--- src/rtl/multi_pulse_timer.sv ---
`default_nettype none
// ============================================================================
// Module   : multi_pulse_timer
// Purpose  : Shared-prescaler, multi-channel periodic/one-shot pulse timer.
//            Define PULSE_TIMER_COUNT_OUT_EN to add the live count_o port.
// Revision : 1.0  initial release
// ============================================================================
module multi_pulse_timer #(
  parameter int CLK_DIV  = 50000,
  parameter int NUM_CH   = 4,
  parameter int PERIOD_W = 16
) (
  input  logic                       clk,
  input  logic                       rst_n,
  input  logic [NUM_CH-1:0]          start,
  input  logic [NUM_CH-1:0]          stop,
  input  logic [NUM_CH-1:0]          oneshot,
  input  logic [NUM_CH*PERIOD_W-1:0] period,
  output logic                       tick,
  output logic [NUM_CH-1:0]          pulse,
  output logic [NUM_CH-1:0]          running
`ifdef PULSE_TIMER_COUNT_OUT_EN
  ,
  output logic [NUM_CH*PERIOD_W-1:0] count_o
`endif
);

  localparam int                    C_PRESC_W    = $clog2(CLK_DIV);
  localparam logic [C_PRESC_W-1:0]  C_PRESC_LAST = C_PRESC_W'(CLK_DIV - 1);
  localparam logic [C_PRESC_W-1:0]  C_PRESC_ONE  = C_PRESC_W'(1);
  localparam logic [PERIOD_W-1:0]   C_CNT_ONE    = PERIOD_W'(1);

  typedef enum logic [0:0] {
    ST_IDLE = 1'b0,
    ST_RUN  = 1'b1
  } state_t;

  logic [C_PRESC_W-1:0] presc_q;
  logic                 tick_q;

  always_ff @(posedge clk or negedge rst_n) begin
    if (!rst_n) begin
      presc_q <= '0;
      tick_q  <= 1'b0;
    end else begin
      if (presc_q == C_PRESC_LAST) begin
        presc_q <= '0;
      end else begin
        presc_q <= presc_q + C_PRESC_ONE;
      end
      tick_q <= (presc_q == C_PRESC_LAST);
    end
  end

  assign tick = tick_q;

  for (genvar gi = 0; gi < NUM_CH; gi++) begin : g_ch
    state_t              state_q;
    logic [PERIOD_W-1:0] count_q;
    logic [PERIOD_W-1:0] per_lat_q;
    logic                os_lat_q;
    logic                pulse_q;
    logic [PERIOD_W-1:0] w_period;

    assign w_period = period[gi*PERIOD_W +: PERIOD_W];

    // Priority: stop, then (re)start, then tick-driven counting.
    always_ff @(posedge clk or negedge rst_n) begin
      if (!rst_n) begin
        state_q   <= ST_IDLE;
        count_q   <= '0;
        per_lat_q <= '0;
        os_lat_q  <= 1'b0;
        pulse_q   <= 1'b0;
      end else begin
        pulse_q <= 1'b0;
        if (stop[gi]) begin
          state_q <= ST_IDLE;
          count_q <= '0;
        end else if (start[gi] && (w_period != '0)) begin
          per_lat_q <= w_period;
          os_lat_q  <= oneshot[gi];
          count_q   <= '0;
          state_q   <= ST_RUN;
        end else if ((state_q == ST_RUN) && tick_q) begin
          if (count_q == (per_lat_q - C_CNT_ONE)) begin
            pulse_q <= 1'b1;
            count_q <= '0;
            if (os_lat_q) begin
              state_q <= ST_IDLE;
            end
          end else begin
            count_q <= count_q + C_CNT_ONE;
          end
        end
      end
    end

    assign pulse[gi]   = pulse_q;
    assign running[gi] = (state_q == ST_RUN);

`ifdef PULSE_TIMER_COUNT_OUT_EN
    assign count_o[gi*PERIOD_W +: PERIOD_W] = count_q;
`endif
  end

endmodule
`default_nettype wire

--- config.mk ---
export PLATFORM = sky130hd
export DESIGN_NAME = multi_pulse_timer
export DESIGN_NICKNAME = d
export VERILOG_FILES = /design/src/rtl/multi_pulse_timer.sv
export SDC_FILE = /design/constraint.sdc
export NUM_CORES = 1
export LEC_CHECK = 0
export ABC_AREA = 1
export BUFFER_PORTS_ARGS = -buffer_cell sky130_fd_sc_hd__buf_2
export CORE_AREA = 3 3 125 151
export CTS_CLUSTER_SIZE = 24
export DETAILED_ROUTE_END_ITERATION = 8
export DIE_AREA = 0 0 128 154
export PLACE_DENSITY_LB_ADDON = 0.12
export REMOVE_ABC_BUFFERS = 1
export SLEW_MARGIN = 20
export SYNTH_ARGS = -nofsm -noshare
export SYNTH_HDL_FRONTEND = slang
export SYNTH_SLANG_ARGS = --single-unit
--- constraint.sdc ---
create_clock -name clk -period 2.75 [get_ports clk]
set_input_delay 0.825 -clock clk [delete_from_list [all_inputs] [get_ports clk]]
set_output_delay 0.825 -clock clk [all_outputs]
set_load 0.01 [all_outputs]
==> flow_metrics.py <==
metrics = {
    "clock_tree": {
        "post_cts_resized": 0,
        "cts_made_buffers": 17,
        "cts_setup_buffers": 0,
        "cts_hold_buf": 0,
        "clock_latency_ns": 0.43,
        "clock_path_buffers": 2,
        "path_clk_slew_ns": 0.07,
        "cts_tree": "built",
        "clock_sinks": 157,
        "htree_levels": 4,
        "ctsRootBufferMaster": "clkbuf_16",
    },
    "place": {
        "dp_hpwl_mm": 17.4,
        "post-place-ws_ns": 0.209,
        "portBuffers": 86,
        "gp_congestion": 0.906,
    },
    "cells_and_area": {
        "drive_above_1_share_pct": 12.4,
        "fin_nets": 1643,
        "syn2layout_area_growth_pct": 12.4,
        "diodes": 0,
    },
    "detailed_routing": {
        "num_vias": 9309,
        "drt_pass1_iterations": 5,
        "vias_per_cell": 5.20,
        "wl_mm": 22.8,
        "route.detailed.drc": 0,
        "ant_nets": 0,
        "drtIter0Drc": 413,
        "avgRoutedWirePerCell_um": 12.8,
    },
    "critical_path": {
        "end_kind": "register",
        "cp.required_ns": 3.05,
        "cp-start-kind": "register",
        "cp.arrival_ns": 2.74,
        "crit_slowest_cell": "dfrtp_1",
        "crit_chain": "inv_1 > ha_1 > nand3_2 > nor2_4 > nand3_1 > nand2_1 > inv_1 > nor2_1 > nand2_1 > nor2_1 > nand2_1 > nand2_2 > nand2_1 > nand2_1 > nor2_1",
        "path_common_cell": "nand2_1",
        "worstSetupPathType": "register to register",
        "critPathMaxStageDelay_ns": 0.44,
        "crit_fanout": 12,
    },
    "sta": {
        "period_needed_ns": 2.43,
        "fin_worst_skew_ns": 0.00953,
        "fmax_mhz": 411,
        "fin_crit_sh_pct": 88.5,
        "tightest_slew_ns": 0.481,
        "finalSetupTns_ns": 0,
        "hold_viol": 0,
        "slew_viol_final": 0,
        "setup_viol": 0,
        "grt_setup_unrepaired": "false",
        "fin_ws_ns": 0.317,
        "slew_headroom_pct": 67.6,
    },
    "global_route": {
        "antenna_found_initial": 0,
        "grt_pass1_wl_mm": 39.8,
        "grt_usage_pct": 24.3,
        "grt-ovfl-total": 0,
        "grt_max_degree": 60,
        "grt_pass1_vias": 9078,
    },
    "floorplanning": {
        "initial_utilization_pct": 59.6,
        "rows": 53,
        "coreArea_mm2": 0.0175,
        "ios": 87,
        "dieArea_mm2": 0.0197,
        "fp.dieH_um": 154,
        "dieWidth_um": 128,
    },
    "synth": {
        "syn_area_per_cell_um2": 7.09,
        "synth-seq-area-share_pct": 37.7,
        "syn-cell-area_mm2": 0.0104,
        "yosysMostFrequentCell": "nand2_1",
        "yosysWarnings": 0,
        "synth_edf_count": 0,
        "yosys.area.top_type_share_pct": 37.7,
        "syn_inst": 1471,
        "yosys-top-cells-count": "nand2_1, inv_1, nor2_1",
        "synth.distinct_cells": 51,
        "synthTopCellsByArea": "dfrtp_1, nand2_1, xor2_1",
        "async_flop_share_pct": 100,
        "ys.flop_type": "dfrtp_1",
        "synth_largest_area_cell": "dfrtp_1",
        "synth_seq_cells": 157,
    },
    "power": {
        "power.leakage_uw": 0.00594,
        "p_per_area_mw_per_mm2": 532,
        "vdd.ir_drop.worst_mv": 0.461,
        "total_power_uw": 6240,
    },
    "min_path": {
        "min_path_type": "input port to async pin",
    },
    "flow_run": {
        "drv_cap": 0,
    },
    "status": {
        "outcome": "finished clean",
    },
}
-- metal layers --
layer  track usage [%]  routed length [um]
met5                 0                   0
met2              43.7               11600
met3              3.96                 806
met1              29.3                9850
met4              8.39                 532
-- cell type report --
class,count,area (um^2)
Clock buffer,19,443
Clock inverter,13,186
Fill cell,1554,5780
Inverter,191,717
Multi-Input combinational cell,1086,5580
Sequential cell,157,3930
Tap cell,220,275
Timing Repair Buffer,103,602
-- flip-flops by register name (all words and copies together), names as in the netlist --
register,flops
g_ch.count_q,64
g_ch.per_lat_q,64
presc_q,16
g_ch.os_lat_q,4
g_ch.pulse_q,4
g_ch.state_q,4
tick,1
-- cell families after synthesis --
family / share of synthesized area [%]
buffers and inverters: 8.89
DFF: 37.7
muxes: 0.408
xor gates and xnor gates: 9.56
AOI/OAI and AO/OA: 6.46
adders and majority gates: 1.08
and+or+nand+nor: 35.9
-- layout by cell type (no fill, tap or decap), drive strengths merged, types with 3 or more instances in the layout --
master and count:
clkinvlp 4, nor3 21, xnor2 30, bufinv 4, dfrtp 157, nand2 431, nor2 182, nand3 114
clkbuf 19, clkinv 5, or2 9, and3 4, nor4 10, nand4 36, nand3b 21, o21ai 79
xor2 83, ha 9, o211ai 3, buf 103, inv 191, a21oi 35
-- metrics by stage --
| stage | area [um^2] | hold slack [ns] | std cells | utilization (%) |
|---|---|---|---|---|
| after floorplan | 10200 | 0.433 | 1434 | - |
| after global placement | 11100 | 0.448 | 1757 | 63.4 |
| after detailed placement | 11100 | 0.453 | 1757 | 63.4 |
| after CTS | 11700 | 0.335 | 1789 | 67.0 |
| after global routing | 11700 | 0.351 | 1789 | 67.0 |
| final | 11700 | 0.320 | 1789 | 67.0 |
-- path summary, 6_finish.rpt --
kind                                         to  depth (start not counted)            startpoint  slack [ns]
min in group clk                     presc_q[0]                          1            presc_q[0]        0.46
hold reg to reg                      presc_q[0]                          1            presc_q[0]        0.46
max in group asynchronous    g_ch[1].count_q[6]                          2                 rst_n        1.74
setup / recovery             g_ch[0].count_q[6]                         15  g_ch[0].per_lat_q[0]        0.32
setup reg to reg             g_ch[0].count_q[6]                         15  g_ch[0].per_lat_q[0]        0.32
hold / removal             g_ch[0].per_lat_q[0]                          1                 rst_n        0.32
-- where the power goes --
part           internal [uW]  total [uW]  switching [uW]  leakage, uW
combinational            423        1120             692      0.00358
sequential              2440        2600             155      0.00206
clock                   1550        2520             975     0.000296
total                   4410        6240            1820      0.00594
-- worst max-delay path, delay by kind of cell (launching register included) --
kind | cells | cell delay (ns)
simple gates | 12 | 1.49
buf+inv | 2 | 0.14
flops | 1 | 0.44
fa+ha+maj | 1 | 0.22
Power figures use the tool's default switching activity.
